--- config.mk ---
export PLATFORM = sky130hd
export DESIGN_NAME = wasm_prog_loader_flat
export DESIGN_NICKNAME = d
export VERILOG_FILES = /design/src/rtl/wasm_prog_loader_if.sv /design/src/rtl/wasm_prog_loader.sv /design/src/flat_wrapper.sv
export SDC_FILE = /design/constraint.sdc
export NUM_CORES = 1
export LEC_CHECK = 0
export CORE_MARGIN = 2
export CORE_UTILIZATION = 28
export CTS_BUF_LIST = sky130_fd_sc_hd__clkbuf_4 sky130_fd_sc_hd__clkbuf_8
export CTS_CLUSTER_SIZE = 25
export DETAILED_ROUTE_END_ITERATION = 10
export PLACE_DENSITY_LB_ADDON = 0.12
export REMOVE_ABC_BUFFERS = 1
export SYNTH_ARGS = -nofsm -noshare
export SYNTH_HDL_FRONTEND = slang
export SYNTH_SLANG_ARGS = --single-unit
--- constraint.sdc ---
create_clock -name clk -period 3.3 [get_ports clk]
set_input_delay 0.33 -clock clk [delete_from_list [all_inputs] [get_ports clk]]
set_output_delay 0.33 -clock clk [all_outputs]
set_load 0.05 [all_outputs]
--- src/rtl/wasm_prog_loader_if.sv ---
// Program byte stream and instruction BRAM write port of the WASM program loader.
// Stream handshake: a byte moves on every rising clock edge where s_valid and
// s_ready are both high; s_last is meaningful only when s_valid is high, and the
// producer keeps s_data/s_last steady until that byte has been taken.
interface wasm_prog_loader_if #(
    parameter int ADDR_W = 10
) ();
    logic              s_valid;
    logic [7:0]        s_data;
    logic              s_last;
    logic              s_ready;
    logic              o_mem_we;
    logic [ADDR_W-1:0] o_mem_addr;
    logic [7:0]        o_mem_wdata;

    // Loader side: consumes the stream, drives the BRAM write port
    modport slave (
        input  s_valid, s_data, s_last,
        output s_ready, o_mem_we, o_mem_addr, o_mem_wdata
    );

    // Producer / memory side
    modport master (
        output s_valid, s_data, s_last,
        input  s_ready, o_mem_we, o_mem_addr, o_mem_wdata
    );
endinterface

--- src/rtl/wasm_prog_loader.sv ---
// WASM program loader: checks the 4-byte wasm magic, streams the program body
// into instruction BRAM, releases the core from reset, then records how the run
// ended (result code) and how many core cycles it took.
module wasm_prog_loader #(
    parameter int ADDR_W  = 10,
    parameter int TIMEOUT = 500
) (
    input  logic                clk,
    input  logic                rst_n,
    input  logic                i_start,
    wasm_prog_loader_if.slave   bus,
    output logic                o_cpu_rst_n,
    input  logic                i_cpu_finish,
    input  logic                i_instr_error,
    input  logic                i_stack_exceed,
    input  logic                i_stack_empty_pop,
    output logic                o_busy,
    output logic                o_done,
    output logic [2:0]          o_err_code,
    output logic [31:0]         o_cycle_cnt,
    output logic [2:0]          o_dbg_state
);

    typedef enum logic [2:0] {
        ST_IDLE  = 3'd0,
        ST_MAGIC = 3'd1,
        ST_LOAD  = 3'd2,
        ST_RUN   = 3'd3,
        ST_DONE  = 3'd4
    } state_t;

    localparam logic [ADDR_W-1:0] ADDR_LAST = {ADDR_W{1'b1}};
    localparam logic [31:0]       TMO_LAST  = 32'(TIMEOUT - 1);

    state_t            state_q, state_d;
    logic [1:0]        idx_q, idx_d;
    logic [ADDR_W-1:0] addr_cnt_q, addr_cnt_d;
    logic [2:0]        code_q, code_d;
    logic [31:0]       cnt_q, cnt_d;
    logic              we_q, we_d;
    logic [ADDR_W-1:0] maddr_q, maddr_d;
    logic [7:0]        wdata_q, wdata_d;
    logic              s_ready_q, s_ready_d;
    logic              busy_q, busy_d;
    logic              done_q, done_d;
    logic              cpu_rst_n_q, cpu_rst_n_d;
    logic              accept;
    logic [7:0]        magic_exp;

    // Expected magic byte for the current position in the header
    always_comb begin
        magic_exp = 8'h00;
        case (idx_q)
            2'd0:    magic_exp = 8'h00;
            2'd1:    magic_exp = 8'h61;
            2'd2:    magic_exp = 8'h73;
            default: magic_exp = 8'h6D;
        endcase
    end

    // Next-state, counters and all registered outputs
    always_comb begin
        state_d    = state_q;
        idx_d      = idx_q;
        addr_cnt_d = addr_cnt_q;
        code_d     = code_q;
        cnt_d      = cnt_q;
        we_d       = 1'b0;
        maddr_d    = maddr_q;
        wdata_d    = wdata_q;
        accept     = bus.s_valid & s_ready_q;

        case (state_q)
            ST_IDLE, ST_DONE: begin
                if (i_start) begin
                    state_d    = ST_MAGIC;
                    idx_d      = 2'd0;
                    addr_cnt_d = '0;
                    code_d     = 3'd0;
                    cnt_d      = 32'd0;
                end
            end
            ST_MAGIC: begin
                if (accept) begin
                    if (bus.s_data != magic_exp) begin
                        state_d = ST_DONE;
                        code_d  = 3'd1;
                    end else if (bus.s_last) begin
                        // Header ended before any program body
                        state_d = ST_DONE;
                        code_d  = 3'd7;
                    end else if (idx_q == 2'd3) begin
                        state_d = ST_LOAD;
                    end else begin
                        idx_d = idx_q + 2'd1;
                    end
                end
            end
            ST_LOAD: begin
                if (accept) begin
                    we_d    = 1'b1;
                    maddr_d = addr_cnt_q;
                    wdata_d = bus.s_data;
                    if (bus.s_last) begin
                        state_d = ST_RUN;
                        cnt_d   = 32'd0;
                    end else if (addr_cnt_q == ADDR_LAST) begin
                        // BRAM full and more bytes pending: stop without wrapping
                        state_d = ST_DONE;
                        code_d  = 3'd2;
                    end else begin
                        addr_cnt_d = addr_cnt_q + 1'b1;
                    end
                end
            end
            ST_RUN: begin
                if (i_instr_error) begin
                    state_d = ST_DONE;
                    code_d  = 3'd3;
                end else if (i_stack_exceed) begin
                    state_d = ST_DONE;
                    code_d  = 3'd4;
                end else if (i_stack_empty_pop) begin
                    state_d = ST_DONE;
                    code_d  = 3'd5;
                end else if (i_cpu_finish) begin
                    state_d = ST_DONE;
                    code_d  = 3'd0;
                end else if (cnt_q == TMO_LAST) begin
                    state_d = ST_DONE;
                    code_d  = 3'd6;
                end else begin
                    cnt_d = cnt_q + 32'd1;
                end
            end
            default: state_d = ST_IDLE;
        endcase

        s_ready_d   = (state_d == ST_MAGIC) || (state_d == ST_LOAD);
        busy_d      = (state_d == ST_LOAD) || (state_d == ST_RUN);
        done_d      = (state_d == ST_DONE);
        cpu_rst_n_d = (state_d == ST_RUN);
    end

    // State and output registers; reset also drops any pending BRAM write
    always_ff @(posedge clk or negedge rst_n) begin
        if (!rst_n) begin
            state_q     <= ST_IDLE;
            idx_q       <= 2'd0;
            addr_cnt_q  <= '0;
            code_q      <= 3'd0;
            cnt_q       <= 32'd0;
            we_q        <= 1'b0;
            maddr_q     <= '0;
            wdata_q     <= 8'h00;
            s_ready_q   <= 1'b0;
            busy_q      <= 1'b0;
            done_q      <= 1'b0;
            cpu_rst_n_q <= 1'b0;
        end else begin
            state_q     <= state_d;
            idx_q       <= idx_d;
            addr_cnt_q  <= addr_cnt_d;
            code_q      <= code_d;
            cnt_q       <= cnt_d;
            we_q        <= we_d;
            maddr_q     <= maddr_d;
            wdata_q     <= wdata_d;
            s_ready_q   <= s_ready_d;
            busy_q      <= busy_d;
            done_q      <= done_d;
            cpu_rst_n_q <= cpu_rst_n_d;
        end
    end

    assign bus.s_ready     = s_ready_q;
    assign bus.o_mem_we    = we_q;
    assign bus.o_mem_addr  = maddr_q;
    assign bus.o_mem_wdata = wdata_q;
    assign o_cpu_rst_n     = cpu_rst_n_q;
    assign o_busy          = busy_q;
    assign o_done          = done_q;
    assign o_err_code      = code_q;
    assign o_cycle_cnt     = cnt_q;
    assign o_dbg_state     = state_q;

endmodule

--- src/flat_wrapper.sv ---
// flat-port wrapper written by rule: the top's interface ports become plain ports
module wasm_prog_loader_flat 
#(
    parameter int ADDR_W  = 10,
    parameter int TIMEOUT = 500
)
  (clk, rst_n, i_start, o_cpu_rst_n, i_cpu_finish, i_instr_error, i_stack_exceed, i_stack_empty_pop, o_busy, o_done, o_err_code, o_cycle_cnt, o_dbg_state, bus_s_valid, bus_s_data, bus_s_last, bus_s_ready, bus_o_mem_we, bus_o_mem_addr, bus_o_mem_wdata);
  wasm_prog_loader_if #(.ADDR_W(ADDR_W)) bus_i ();
  input  logic clk;
  input  logic rst_n;
  input  logic i_start;
  output logic o_cpu_rst_n;
  input  logic i_cpu_finish;
  input  logic i_instr_error;
  input  logic i_stack_exceed;
  input  logic i_stack_empty_pop;
  output logic o_busy;
  output logic o_done;
  output logic [2:0] o_err_code;
  output logic [31:0] o_cycle_cnt;
  output logic [2:0] o_dbg_state;
  input wire logic [$bits(bus_i.s_valid)-1:0] bus_s_valid;
  input wire logic [$bits(bus_i.s_data)-1:0] bus_s_data;
  input wire logic [$bits(bus_i.s_last)-1:0] bus_s_last;
  output wire logic [$bits(bus_i.s_ready)-1:0] bus_s_ready;
  output wire logic [$bits(bus_i.o_mem_we)-1:0] bus_o_mem_we;
  output wire logic [$bits(bus_i.o_mem_addr)-1:0] bus_o_mem_addr;
  output wire logic [$bits(bus_i.o_mem_wdata)-1:0] bus_o_mem_wdata;
  assign bus_i.s_valid = bus_s_valid;
  assign bus_i.s_data = bus_s_data;
  assign bus_i.s_last = bus_s_last;
  assign bus_s_ready = bus_i.s_ready;
  assign bus_o_mem_we = bus_i.o_mem_we;
  assign bus_o_mem_addr = bus_i.o_mem_addr;
  assign bus_o_mem_wdata = bus_i.o_mem_wdata;
  wasm_prog_loader #(.ADDR_W(ADDR_W), .TIMEOUT(TIMEOUT)) u_core (.clk(clk), .rst_n(rst_n), .i_start(i_start), .bus(bus_i), .o_cpu_rst_n(o_cpu_rst_n), .i_cpu_finish(i_cpu_finish), .i_instr_error(i_instr_error), .i_stack_exceed(i_stack_exceed), .i_stack_empty_pop(i_stack_empty_pop), .o_busy(o_busy), .o_done(o_done), .o_err_code(o_err_code), .o_cycle_cnt(o_cycle_cnt), .o_dbg_state(o_dbg_state));
endmodule
# After elaboration in Yosys (flattened, before gate mapping)
# Index checks and enable logic that the tools add are counted.
# classes
add_sub_neg	3
mul	0
n_div	0
n_lt_le_gt_ge	0
eq_ne	31
shifts	0
mux	50
bitwise_logic	1
n_reduce_logical	14
# op_table
cell	count
32-bit two-way mux	8
32-bit case mux with 3 select lines	1
3-bit two-way mux	25
10-bit two-way mux	4
32-bit by 1-bit adder with 32-bit output, second input constant	1
32-bit by 9-bit == test with 1-bit output, second input constant	1
2-bit inequality test, second input constant	12
3-bit case mux with 4 select lines	2
7-bit case mux with 3 select lines	1
10-bit case mux with 2 select lines	1
3-bit by 2-bit == test with 1-bit output, second input constant	4
10-bit by 1-bit adder with 10-bit output, second input constant	1
10-bit == test, second input constant	1
2-bit two-way mux	5
9-bit AND reduction	1
8-bit by 7-bit inequality test with 1-bit output	1
8-bit AND reduction	1
3-bit by 1-bit == test with 1-bit output, second input constant	2
3-bit == test, second input constant	2
2-bit by 1-bit inequality test with 1-bit output, second input constant	3
6-bit by 5-bit inequality test with 1-bit output, second input constant	1
6-bit AND reduction	1
5-bit AND reduction	1
2-bit == test, second input constant	2
other kinds (14)	17
# totals
regBits	73
latch_bits	0
ramBits	0
rom_bits	0
input_bits	17
output_inout_bits	61
wordCells	111
mem_count	0

# Depth between registers and ports, before layout
# Gate-level depths: netlist (run 1).
# depth
depth_word	9
ltp_mapped	8
ltp_nobuf	7

# Worst setup path before layout (run 1)
# Ideal clock, no wire load.
# synth_timing
kind	register to register
from	register u_core.cnt_q[0] (netlist: u_core.o_cycle_cnt[0])
to	register u_core.code_q[0] (netlist: u_core.o_err_code[0])
setup_ps	127
arrival_ps	2330
required_ps	3173
slack_ps	842
path_stages_with_launch	8
path_buffers	1
period_less_slack_ps	2458
cell_sequence	dfrtp_1 > ha_1 > nor4b_1 > nand4_1 > o31ai_4 > buf_2 > o211a_1 > mux2_1
# synth_between
elab_chain_len	3
# synth_rtl
element	line	source
from (decl)	wasm_prog_loader.sv:39	logic [31:0] cnt_q, cnt_d;
from (signal assigned)	wasm_prog_loader.sv:165	cnt_q <= cnt_d;
32-bit by 9-bit == test with 1-bit output	wasm_prog_loader.sv:129	end else if (cnt_q == TMO_LAST) begin
6-bit by 5-bit inequality test with 1-bit output (no line)	--	
8-bit AND reduction (no line)	--	
to (signal assigned)	wasm_prog_loader.sv:164	code_q <= code_d;
to (decl)	wasm_prog_loader.sv:38	logic [2:0] code_q, code_d;
# No other way between the ends.
# A chain may end at the register's enable or synchronous reset.

# Final worst setup path (run 1)
# layout_timing
from	register u_core.cnt_q[0] (netlist: u_core.o_cycle_cnt[0])
to	register u_core.cnt_q[7] (netlist: u_core.o_cycle_cnt[7])
# layout_between
elab_chain_len	7
elab_cells_between_ends	10
cone_classes	add/sub: 1; eq/ne: 2; mux: 6; reduce/logical: 1
# layout_rtl
element	line	source
32-bit by 1-bit adder with 32-bit output	wasm_prog_loader.sv:133	cnt_d = cnt_q + 32'd1;
32-bit two-way mux	wasm_prog_loader.sv:129	
32-bit two-way mux	wasm_prog_loader.sv:126	end else if (i_cpu_finish) begin
32-bit two-way mux	wasm_prog_loader.sv:123	end else if (i_stack_empty_pop) begin
32-bit two-way mux	wasm_prog_loader.sv:120	end else if (i_stack_exceed) begin
32-bit two-way mux	wasm_prog_loader.sv:117	if (i_instr_error) begin
32-bit case mux with 3 select lines	wasm_prog_loader.sv:73	case (state_q)
# Several ways; a longest one is shown, not always the timed one. The select of a mux whose other input is x is not followed.

==> flow_summary.json, run 1 <==
{
  "synthMuxAreaShare_pct": 6.60,
  "powerDensity_nw_per_um2": 466,
  "synthArstFlopShare_pct": 100,
  "syn_area_sq_um": 3870,
  "drc": 0,
  "cts_root_buffer": "clkbuf_8",
  "fin_crit_sh_pct": 75.9,
  "grt_pass1_vias": 3325,
  "ir_drop_uv": 164,
  "synth-edff-count": 0,
  "slew_headroom_pct": 34.5,
  "vias": 3417,
  "power_frac_clock_pct": 34.5,
  "p_int_w": 0.00157,
  "finClkSkew_ns": 0.0124,
  "die_x_um": 122,
  "die_area_sq_um": 14800,
  "synth-adder-area-share_pct": 1.62,
  "layout_commonest_cell": "clkdlybuf4s50_1",
  "finalHoldViolCount": 0,
  "critical_path_class": "flop to flop",
  "drive_gt1_share_pct": 12.0,
  "yosys.area_share.simple_pct": 23.9,
  "cts_resized": 0,
  "dp.cells": 626,
  "antenna_found_initial": 0,
  "path_clk_slew_ns": 0.08,
  "synth_compound_area_share_pct": 16.9,
  "fill_cells": 1374,
  "synthFlopType": "dfrtp_1",
  "synth_xor_area_share_pct": 0.453,
  "layout_common_cells": "clkdlybuf4s50_1 (76), dfrtp_1 (73), a21oi_1 (36)",
  "switching_share_pct": 33.5,
  "finalSetupViolations": 0,
  "synthCells": 383,
  "seq_area_frac_synth_pct": 47.2,
  "io_buffers": 77,
  "synth_top_family_by_area": "simple AND/OR/NAND/NOR gates",
  "initial_core_util_pct": 29.0,
  "tightest_slew_ns": 0.982,
  "viasPerCell": 5.32,
  "post-cts-setup-buffers": 0,
  "gr-total-overflow": 0,
  "fp.coreArea_sq_um": 13300,
  "area_growth_pct": 30.8,
  "hp-class": "primary input to async pin",
  "max_freq_mhz": 399,
  "drtAntennaViolNets": 0,
  "finalCoreUtilization_pct": 37.9,
  "synth_warnings": 0,
  "dp_hpwl_um": 7320,
  "track_usage_pct": 15.2,
  "p_switching_w": 0.000789,
  "firstDrtPassIters": 4,
  "grt_pass1_wl_um": 17600,
  "drt_iter0_markers": 140,
  "gpl.final_weighted_congestion": 0.799,
  "cts-buffers-inserted": 9,
  "maxCapViolations": 0,
  "critPathRequiredTime_ns": 3.59,
  "p_leak_nw": 1.98,
  "fin_crit_ns": 2.51,
  "hold_buffers": 0,
  "ys_ff_latch": 73,
  "rsz0062_at_grt": "no",
  "finalWirelength_um": 10500,
  "worst_setup_path_end_kind": "flop",
  "seqPwrFrac_pct": 42.3,
  "arrival_ns": 2.80,
  "htreeDepth": 3,
  "finalNetCount": 483,
  "clockBufferDepth": 2,
  "status": "finished, final reports clean",
  "die_y_um": 122,
  "cts_tree": "built",
  "clkLatencyLatePin_ns": 0.37,
  "cts_sinks": 73,
  "avgSynthCellArea_sq_um": 10.1,
  "num_rows": 42,
  "ios": 78,
  "combinationalPowerShare_pct": 23.2,
  "cp-start-kind": "flop",
  "grt_max_degree": 74,
  "path_max_fanout": 8,
  "wire_per_inst_um": 16.3,
  "ys_types": 59,
  "num_antenna_cells": 0,
  "final-max-slew-violation-count": 0,
  "final_cells": 642
}
-- final cells by class --
class / count / area, sq um / area share (%)
Multi-Input combinational cell: 281 / 1920 / 37.9
Clock buffer: 10 / 138 / 2.72
Tap cell: 176 / 220 / 4.35
Clock inverter: 6 / 91.3 / 1.80
Timing Repair Buffer: 84 / 821 / 16.2
Inverter: 12 / 46.3 / 0.915
Sequential cell: 73 / 1830 / 36.1
-- final timing paths --
kind                                     startpoint                        to  slack [ns]  cells past startpoint
hold / removal                                rst_n  u_core.bus.o_mem_addr[7]        0.09                      1
setup / recovery              u_core.o_cycle_cnt[0]     u_core.o_cycle_cnt[7]        0.79                      6
setup reg to reg              u_core.o_cycle_cnt[0]     u_core.o_cycle_cnt[7]        0.79                      6
min in group clk           u_core.bus.o_mem_addr[2]  u_core.bus.o_mem_addr[2]        0.51                      1
hold reg to reg            u_core.bus.o_mem_addr[2]  u_core.bus.o_mem_addr[2]        0.51                      1
max in group asynchronous                     rst_n    u_core.o_cycle_cnt[26]        2.55                      1
-- state kept, by name (all words and copies together), names as in the netlist, 2 cells and up --
name                    flops
u_core.bus.o_mem_addr      10
u_core.o_cycle_cnt         32
u_core.bus.o_mem_wdata      8
u_core.o_dbg_state          3
u_core.addr_cnt_q          10
u_core.o_err_code           3
u_core.idx_q                2
-- logic make-up (layout without fill, tap and decap cells) --
kind of cell	count (synthesis)	after routing
AOI/OAI and AO/OA	100	100
xor gates and xnor gates	2	2
adders and majority gates	5	5
buffers and inverters	29	112
DFF	73	73
muxes	23	23
and+or+nand+nor	151	151
-- stage by stage --
step / hold slack [ns] / TNS (ns) / power (W) / setup WS, ns / cell area, sq um
2_1_floorplan: 0.0344 / -6.40 / 0.00134 / -0.349 / 3790
3_3_place_gp: 0.490 / 0 / 0.00157 / 0.715 / 4830
3_5_place_dp: 0.495 / 0 / 0.00157 / 0.661 / 4830
4_1_cts: 0.164 / 0 / 0.00240 / 0.782 / 5060
5_1_grt: 0.196 / 0 / 0.00248 / 0.473 / 5060
6_report: 0.0888 / 0 / 0.00236 / 0.795 / 5060
-- critical path, cell delays in order, from the launching register on --
cell and delay, ns:
dfrtp_1 0.43, ha_1 0.24, nor4b_1 0.37, nand4_1 0.29, o311ai_1 0.75, o21ai_0 0.19, a21oi_1 0.17
-- power by group through the flow --
| stage | clock (W) | sequential (W) | combinational, W |
|---|---|---|---|
| 6_report | 0.000812 | 0.000998 | 0.000547 |
| 3_3_place_gp | 0 | 0.00102 | 0.000552 |
| 5_1_grt | 0.000888 | 0.00101 | 0.000584 |
| 3_5_place_dp | 0 | 0.00102 | 0.000550 |
| 4_1_cts | 0.000848 | 0.00100 | 0.000551 |
| 2_1_floorplan | 0 | 0.00114 | 0.000196 |
-- routing by layer --
metal	global-route usage, %	vias up	wire length [um]
li1	-	1637	-
met5	0	-	0
met3	3.75	12	389
met4	5.24	0	158
met1	20.4	1696	4920
met2	23.9	72	5020
-- cell usage after synthesis, types with 2 or more instances --
cell	instances	area (sq um)
dfrtp_1	73	1830
a311oi_1	2	17.5
nand3_1	24	120
clkbuf_1	9	33.8
nand4_1	12	75.1
o21ai_1	3	15.0
o311ai_1	3	26.3
a21oi_1	36	180
nor4b_1	2	17.5
nand4b_1	2	17.5
or3_1	17	106
buf_2	4	20.0
o211ai_1	4	30.0
or4_1	19	143
o31ai_1	18	135
ha_1	5	62.6
and3_1	7	43.8
o21ai_0	19	95.1
mux2i_1	3	30.0
buf_4	2	15.0
a31oi_1	3	18.8
nand2_1	25	93.8
nand2b_1	2	12.5
and2_1	2	12.5
nor3_1	5	25.0
inv_1	11	41.3
nor3b_1	2	15.0
nor4_1	7	43.8
mux2_2	19	214
nor2_1	11	41.3
o22a_1	2	17.5
and4_1	3	26.3
Power figures use the tool's default switching activity.
==> run 2, diff against run 1 <==
- clock period: 3.3 -> 2.4 ns (I/O delays scaled with it)
==> run 2 against run 1 <==
- sequential power up 36%
- core utilization up 1.3 points
- routed wire length up 5.5%
- global-route usage up 0.65 points
==> flow_summary.json, run 2 (synthesis results as in run 1) <==
{
  "status": "finished, final reports clean",
  "multi_input_area_sq_um": 1920,
  "finClkSkew_ns": 0.00809,
  "finalSetupViolations": 0,
  "finalNetCount": 507,
  "gpl.final_weighted_congestion": 0.786,
  "htreeDepth": 3,
  "p_leak_nw": 2.11,
  "path_max_fanout": 4,
  "finalHoldViolCount": 0,
  "clockBufferDepth": 2,
  "r2r_start": "u_core.o_cycle_cnt[1]",
  "clkLatencyLatePin_ns": 0.36,
  "grt_pass1_wl_um": 18200,
  "die_y_um": 122,
  "startpoint": "u_core.o_cycle_cnt[1]",
  "cts_tree": "built",
  "firstDrtPassIters": 4,
  "layout_commonest_cell": "clkdlybuf4s50_1",
  "die_x_um": 122,
  "num_antenna_cells": 0,
  "hp-class": "primary input to async pin",
  "drt_iter0_markers": 178,
  "vias": 3510,
  "cp.buffers_inverters": 0,
  "track_usage_pct": 15.8,
  "initial_core_util_pct": 29.0,
  "maxCapViolations": 0,
  "slew_headroom_pct": 64.8,
  "path_clk_slew_ns": 0.08,
  "arrival_ns": 2.50,
  "largest_reg_flops": 32,
  "num_rows": 42,
  "io_buffers": 77,
  "drc": 0,
  "viasPerCell": 5.27,
  "fp.coreArea_sq_um": 13300,
  "fin_crit_sh_pct": 94.2,
  "worst_setup_path_end_kind": "flop",
  "layout_common_cells": "clkdlybuf4s50_1 (76), dfrtp_1 (73), a21oi_1 (36)",
  "ios": 78,
  "wire_per_inst_um": 16.6,
  "drive_gt1_share_pct": 16.7,
  "gr-total-overflow": 0,
  "rr_worst_depth": 6,
  "cpPeakStageDelay_ns": 0.40,
  "fin_crit_ns": 2.26,
  "crit_chain": "ha_1 > nor4b_1 > nand4_1 > o31ai_4 > o211a_1 > mux2_1",
  "critical_path_class": "flop to flop",
  "ir_drop_uv": 392,
  "critPathRequiredTime_ns": 2.64,
  "cts-buffers-inserted": 9,
  "setup_tns_ns": 0,
  "cp.depth": 6,
  "rsz0062_at_grt": "no",
  "final-max-slew-violation-count": 0,
  "drtAntennaViolNets": 0,
  "grt_max_degree": 38,
  "powerDensity_nw_per_um2": 614,
  "finalWirelength_um": 11100,
  "die_area_sq_um": 14800,
  "tightest_slew_ns": 0.526,
  "fill_cells": 1364,
  "area_growth_pct": 35.3,
  "crit_family": "simple AND/OR/NAND/NOR gates",
  "cts_root_buffer": "clkbuf_8",
  "cp-start-kind": "flop",
  "dp_hpwl_um": 7790,
  "cts_sinks": 73,
  "max_freq_mhz": 443,
  "grt_pass1_vias": 3552,
  "seq_area_sq_um": 1830,
  "whs_ns": 0.402,
  "antenna_found_initial": 0,
  "critPathSlowestCell": "dfrtp_1"
}
-- run 2: routing by layer --
| metal | track usage, % | vias up | wire, um |
|---|---|---|---|
| met5 | 0 | - | 0 |
| met4 | 4.89 | 0 | 157 |
| met3 | 5.01 | 13 | 568 |
| met2 | 25.0 | 84 | 5200 |
| met1 | 20.8 | 1723 | 5140 |
| li1 | - | 1690 | - |
-- run 2: what timing repair did --
item / 4_1_cts / 5_1_grt
gates resized for setup: 0 / 4
endpoints found under the setup margin: 0 / 4
hold buffers: 1 / 0
endpoints found under the hold margin: 36 / 0
buffers inserted: 0 / 1
-- run 2: layout make-up --
cell class                      count  share of cell area (%)
Sequential cell                    73                    34.9
Clock buffer                       13                    3.06
Inverter                           12                   0.884
Tap cell                          176                    4.20
Multi-Input combinational cell    281                    36.7
Clock inverter                      3                   0.764
Timing Repair Buffer              108                    19.5
-- run 2: metrics by stage --
stage	std cells	utilization [%]	setup WS [ns]	area, sq um	total power (W)
detailed placement	648	37.5	-0.0250	5010	0.00223
global route	666	39.2	0.0270	5240	0.00339
finish	666	39.2	0.140	5240	0.00322
floorplan	366	-	-1.25	3790	0.00184
CTS	665	39.1	0.0491	5220	0.00327
global placement	648	37.5	0.0139	5010	0.00222
-- run 2: path summary, 6_finish.rpt --
path / slack [ns] / end
worst max-delay path: 0.14 / u_core.o_err_code[0]
worst min-delay path: 0.40 / u_core.o_cycle_cnt[17]
worst max register to register: 0.14 / u_core.o_err_code[0]
worst min register to register: 0.51 / u_core.bus.o_mem_addr[2]
max in group asynchronous: 1.41 / u_core.addr_cnt_q[9]
min in group clk: 0.51 / u_core.bus.o_mem_addr[2]
-- run 2: report_power, final --
part           leakage (nW)  switching, W  internal, W
clock                 0.108      0.000476     0.000541
sequential             1.01     0.0000734      0.00129
combinational         0.994      0.000526     0.000314
